## config.mk

```make
export PLATFORM = sky130hd
export DESIGN_NAME = d_input_conditioner
export DESIGN_NICKNAME = d
export VERILOG_FILES = /design/src/rtl/d_input_pkg.sv /design/src/rtl/sync_chain.sv /design/src/rtl/d_input_conditioner.sv
export SDC_FILE = /design/constraint.sdc
export NUM_CORES = 1
export LEC_CHECK = 0
export ABC_AREA = 1
export BUFFER_PORTS_ARGS = -buffer_cell sky130_fd_sc_hd__buf_2
export CORE_AREA = 2 2 39 41
export CTS_BUF_LIST = sky130_fd_sc_hd__clkbuf_2
export DETAILED_ROUTE_END_ITERATION = 12
export DIE_AREA = 0 0 41 43
export GPL_ROUTABILITY_DRIVEN = 0
export PLACE_DENSITY = 0.48
export SYNTH_ARGS = -nofsm -noshare
export SYNTH_HDL_FRONTEND = slang
export SYNTH_SLANG_ARGS = --single-unit
export TNS_END_PERCENT = 30
```

## constraint.sdc

```tcl
create_clock -name clk -period 1.3 [get_ports clk]
set_clock_uncertainty 0.1 [all_clocks]
set_input_delay 0.13 -clock clk [delete_from_list [all_inputs] [get_ports clk]]
set_output_delay 0.13 -clock clk [all_outputs]
set_load 0.1 [all_outputs]
```

## src/rtl/d_input_pkg.sv

```systemverilog
// Shared types and parameter bounds for the D-input conditioner.
package d_input_pkg;

  typedef enum logic [1:0] {STABLE_LO, PEND_HI, STABLE_HI, PEND_LO} dic_state_t;

  localparam int DIC_SYNC_MIN   = 2;
  localparam int DIC_SYNC_MAX   = 4;
  localparam int DIC_STABLE_MAX = 65535;

  // Level presented on d for a given debounce state.
  function automatic logic dic_level(dic_state_t st);
    return (st == STABLE_HI) || (st == PEND_LO);
  endfunction

endpackage

```

## src/rtl/sync_chain.sv

```systemverilog
// Multi-flop resynchroniser for a single asynchronous bit; last flop drives sync_o.
module sync_chain
  import d_input_pkg::*;
#(
  parameter int SYNC_STAGES = 2
) (
  input  logic clk,
  input  logic reset,
  input  logic async_i,
  output logic sync_o
);

  if (SYNC_STAGES < DIC_SYNC_MIN || SYNC_STAGES > DIC_SYNC_MAX) begin : g_bad_stages
    $error("sync_chain: SYNC_STAGES=%0d out of range", SYNC_STAGES);
  end

  // Keep the chain flops adjacent so the first stage has maximum settling time.
  (* ASYNC_REG = "TRUE" *) logic [SYNC_STAGES-1:0] sync_q;

  always_ff @(posedge clk or posedge reset) begin
    if (reset) sync_q <= '0;
    else       sync_q <= {sync_q[SYNC_STAGES-2:0], async_i};
  end

  assign sync_o = sync_q[SYNC_STAGES-1];

endmodule

```

## src/rtl/d_input_conditioner.sv

```systemverilog
// Synchronise, debounce and edge-detect a raw level input for the D flip-flop stage.
// Edge pulses are built only when D_INPUT_EDGE_PULSE_EN is defined.
module d_input_conditioner
  import d_input_pkg::*;
#(
  parameter int SYNC_STAGES   = 2,
  parameter int STABLE_CYCLES = 4,
  parameter int CNT_W         = $clog2(STABLE_CYCLES + 1)
) (
  input  logic clk,
  input  logic reset,
  input  logic din_raw,
  output logic d,
  output logic rise,
  output logic fall,
  output logic busy
);

  if (STABLE_CYCLES < 1 || STABLE_CYCLES > DIC_STABLE_MAX) begin : g_bad_stable
    $error("d_input_conditioner: STABLE_CYCLES=%0d out of range", STABLE_CYCLES);
  end
  if (SYNC_STAGES < DIC_SYNC_MIN || SYNC_STAGES > DIC_SYNC_MAX) begin : g_bad_sync
    $error("d_input_conditioner: SYNC_STAGES=%0d out of range", SYNC_STAGES);
  end

  localparam logic [CNT_W-1:0] CNT_LAST = CNT_W'(STABLE_CYCLES - 1);
  localparam logic [CNT_W-1:0] CNT_ONE  = CNT_W'(1);

  logic             s;
  dic_state_t       state_q, state_d;
  logic [CNT_W-1:0] cnt_q, cnt_d;

  sync_chain #(.SYNC_STAGES(SYNC_STAGES)) u_sync (
    .clk    (clk),
    .reset  (reset),
    .async_i(din_raw),
    .sync_o (s)
  );

  always_ff @(posedge clk or posedge reset) begin
    if (reset) begin
      state_q <= STABLE_LO;
      cnt_q   <= '0;
    end else begin
      state_q <= state_d;
      cnt_q   <= cnt_d;
    end
  end

  // A revert of s always beats counter completion in the pending states.
  always_comb begin
    state_d = state_q;
    cnt_d   = cnt_q;
    case (state_q)
      STABLE_LO: if (s) begin
        if (STABLE_CYCLES == 1) state_d = STABLE_HI;
        else begin
          state_d = PEND_HI;
          cnt_d   = CNT_ONE;
        end
      end
      PEND_HI: begin
        if (!s) begin
          state_d = STABLE_LO;
          cnt_d   = '0;
        end else if (cnt_q == CNT_LAST) begin
          state_d = STABLE_HI;
          cnt_d   = '0;
        end else begin
          cnt_d = cnt_q + CNT_ONE;
        end
      end
      STABLE_HI: if (!s) begin
        if (STABLE_CYCLES == 1) state_d = STABLE_LO;
        else begin
          state_d = PEND_LO;
          cnt_d   = CNT_ONE;
        end
      end
      PEND_LO: begin
        if (s) begin
          state_d = STABLE_HI;
          cnt_d   = '0;
        end else if (cnt_q == CNT_LAST) begin
          state_d = STABLE_LO;
          cnt_d   = '0;
        end else begin
          cnt_d = cnt_q + CNT_ONE;
        end
      end
      default: begin
        state_d = STABLE_LO;
        cnt_d   = '0;
      end
    endcase
  end

  always_comb begin
    d    = dic_level(state_q);
    busy = (state_q == PEND_HI) || (state_q == PEND_LO);
  end

`ifdef D_INPUT_EDGE_PULSE_EN
  logic rise_q, fall_q;
  logic d_nxt;

  assign d_nxt = dic_level(state_d);

  // Registered alongside the state so each pulse lines up with the new d.
  always_ff @(posedge clk or posedge reset) begin
    if (reset) begin
      rise_q <= 1'b0;
      fall_q <= 1'b0;
    end else begin
      rise_q <= d_nxt & ~d;
      fall_q <= ~d_nxt & d;
    end
  end

  assign rise = rise_q;
  assign fall = fall_q;
`else
  assign rise = 1'b0;
  assign fall = 1'b0;
`endif

  a_cnt_range: assert property (@(posedge clk) disable iff (reset) cnt_q <= CNT_LAST);

endmodule

```

==> reports/results.tsv <==
stage	metric	value	unit
outcome	status	complete, no violations	
finish	# nets final	55	
synth	mean area per synthesized cell	8.282	um2
cts	buffer depth of the longest clock path	2	
finish	Multi-input gate area	126.4	um2
finish	ant diodes	0	
global_route	global-route met2 utilization	12.50	%
timing	RSZ-0062 raised after global routing	no	
detailed_routing	vias post-DR	276	
finish	Layout area overhead	29.14	%
power	Leakage Power	0.2366	nW
floorplanning	core area	1384	um2
cts	Clk Latency, worst-skew pair	0.22	ns
synth	Cell variety after synth	15	
timing	hold violation count in the final report	0	
placed_design	pre-CTS WS	0.05444	ns
detailed_routing	Remaining DRCs	0	
min_path	HP Class	reg -> reg	
setup_path	Req. time, crit path	1.07	ns
synth	mapped cell area	347.8	um2
floorplanning	total die area	1763	um2
setup_path	Slowest-stage cell, CP	dfrtp_1	
global_route	initial antenna violation count	0	
floorplanning	initial core utilization	25.14	%
detailed_routing	TritonRoute pass-1 iters	4	
synth	Syn. warnings	0	
cts	CTS tree	done	
finish	Finished Layout Cells	66	
global_route	Total GRT Usage	8.731	%
cts	post-CTS setup repair buffer count	0	
floorplanning	Die X-Extent	41	um
setup_path	crit start category	register	
timing	Min Clock Period, post-route	1.203	ns
cts	H-tree Lvls	1	
setup_path	CP bufs+invs	2	
floorplanning	height of the die	43	um
timing	fin crit share	92.56	%
power	power density cells	2216	nW/um2
setup_path	critical path's largest stage delay	0.43	ns
detailed_routing	final WL	589	um
timing	Max Clock Freq	831.0	MHz
global_route	GR Util met1	10.33	%
global_route	total gr overflow	0	
cts	clock sinks	7	
finish	ratio of cells with drive above 1 in the final layout	24.00	%
synth	top cells by area, synth	dfrtp_1, inv_1, nand3_1, nand2_1, buf_4	
global_route	largest net degree at the start of global routing	9	
synth	Synth Instances	42	
global_route	first-pass GRT wire length	1021	um
detailed_routing	routed length per placed instance	8.924	um
finish	layout filler cell count	156	
cts	Num CTS Buffers	3	
setup_path	worst path arrival time	0.97	ns
synth	post-synthesis register bit count	7	
power	Max VDD drop	0.8874	mV
setup_path	CP top delay family	flip-flops	
timing	fin. max-slew vios	0	
cts	CTS root buf	clkbuf_2	
detailed_routing	violation count after the first detailed-routing iteration	5	
synth	largest area contributor in the netlist	dfrtp_1	
global_route	M3 GR Usage	1.571	%
cts	clock transition at the registers of the reported paths	0.07	ns
placed_design	placed insts	60	
floorplanning	Top Ports	7	
detailed_routing	post-route ant nets	0	
setup_path	WS Path Type	reg -> out	
timing	number of setup violations in the final report	0	
global_route	gr busiest metal	met2	
setup_path	CP cell instances	buf_4 -> buf_12	
finish	final core occ	32.46	%
floorplanning	row count	14	
timing	Final WS setup	0.09669	ns
job	maxcap violations	0	
finish	FF/Latch Area	175.2	um2
detailed_routing	vias per cell	4.182	
global_route	vias in the first global route	258	
synth	share of the synthesized area in the top cell type	50.36	%
synth	sequential share of the synthesized area	50.36	%
placed_design	number of port buffers	4	
setup_path	Setup crit end kind	output pin	
setup_path	Crit Path Max Fanout	6	
[report_power, final]
group / internal (mW) / switching (mW) / total (mW)
Clock: 0.0818 / 0.0742 / 0.156
Sequential: 0.271 / 0.0668 / 0.338
Combinational: 0.173 / 0.328 / 0.501
[logic make-up (layout without fill, tap and decap cells)]
family                   Yosys count  count (layout)  share of synthesized area (%)
flip-flops                         7               7                          50.36
AND/OR/NAND/NOR                   16              16                          21.22
adder cells (fa/ha/maj)            1               1                          3.597
AO/OA/AOI/OAI                      5               5                          8.633
buffers and inverters             12              19                          15.11
other                              1               2                          1.078
[cells in the mapped netlist, drive strengths merged]
library cell and instances:
dfrtp 7, ha 1, nand3 5, o21ai 2, nor2 3, inv 8
buf 2, nand4 1, conb 1, clkbuf 2, nand2 7, o21bai 1
a21oi 1, o211ai 1
[worst paths after layout]
kind	start	to	slack [ns]	cells past startpoint
hold reg to reg	u_sync.sync_q[0]	u_sync.sync_q[1]	0.25	0
setup / recovery	register	d	0.1	2
hold / removal	u_sync.sync_q[0]	u_sync.sync_q[1]	0.25	0
min in group asynchronous	reset	cnt_q[1]	0.28	3
max in group asynchronous	reset	u_sync.sync_q[1]	0.60	3
setup reg to reg	cnt_q[0]	cnt_q[0]	0.12	6
[final cells by class]
cell class | count | area share, %
flip-flops and latches | 7 | 39.00
multi-input cells | 24 | 28.13
repair buffers | 7 | 17.27
inverters | 8 | 6.685
clock buffers | 4 | 4.457
well taps | 16 | 4.457
[cells in the final DEF (no fill, tap or decap)]
| cell type | instances |
|---|---|
| o21bai_1 | 1 |
| buf_12 | 2 |
| conb_1 | 2 |
| nor2_2 | 1 |
| nor2_1 | 2 |
| nand4_1 | 1 |
| nand2_2 | 2 |
| o21ai_0 | 2 |
| o211ai_1 | 1 |
| nand2_1 | 5 |
| nand3_1 | 5 |
| inv_1 | 8 |
| buf_2 | 2 |
| clkbuf_2 | 4 |
| ha_1 | 1 |
| dfrtp_1 | 7 |
| dlygate4sd3_1 | 2 |
| buf_4 | 1 |
| a21oi_1 | 1 |
[repair_timing]
| item | in CTS | in global routing |
|---|---|---|
| endpoints found under the hold margin | 8 | 0 |
| gates resized for setup | 0 | 1 |
| setup endpoints to repair | 0 | 3 |
| hold buffers | 2 | 0 |
[through the flow]
step	cell area [um2]	power (mW)	hold slack [ns]	setup TNS (ns)
finish	449.2	0.9953	0.2512	0
CTS	446.7	1.012	0.2561	0
floorplan	352.8	0.6868	-0.1666	-0.1754
global placement	406.6	0.8389	-0.02590	0
detailed placement	406.6	0.8407	-0.02379	0
global route	449.2	1.057	0.2698	0
[layer usage]
layer	routed length, um	vias to the layer above
li1	-	142
met1	269	129
met2	304	5
met3	15	0
met4	0	0
met5	0	-
Note: power is estimated with default switching activity, not from simulation.
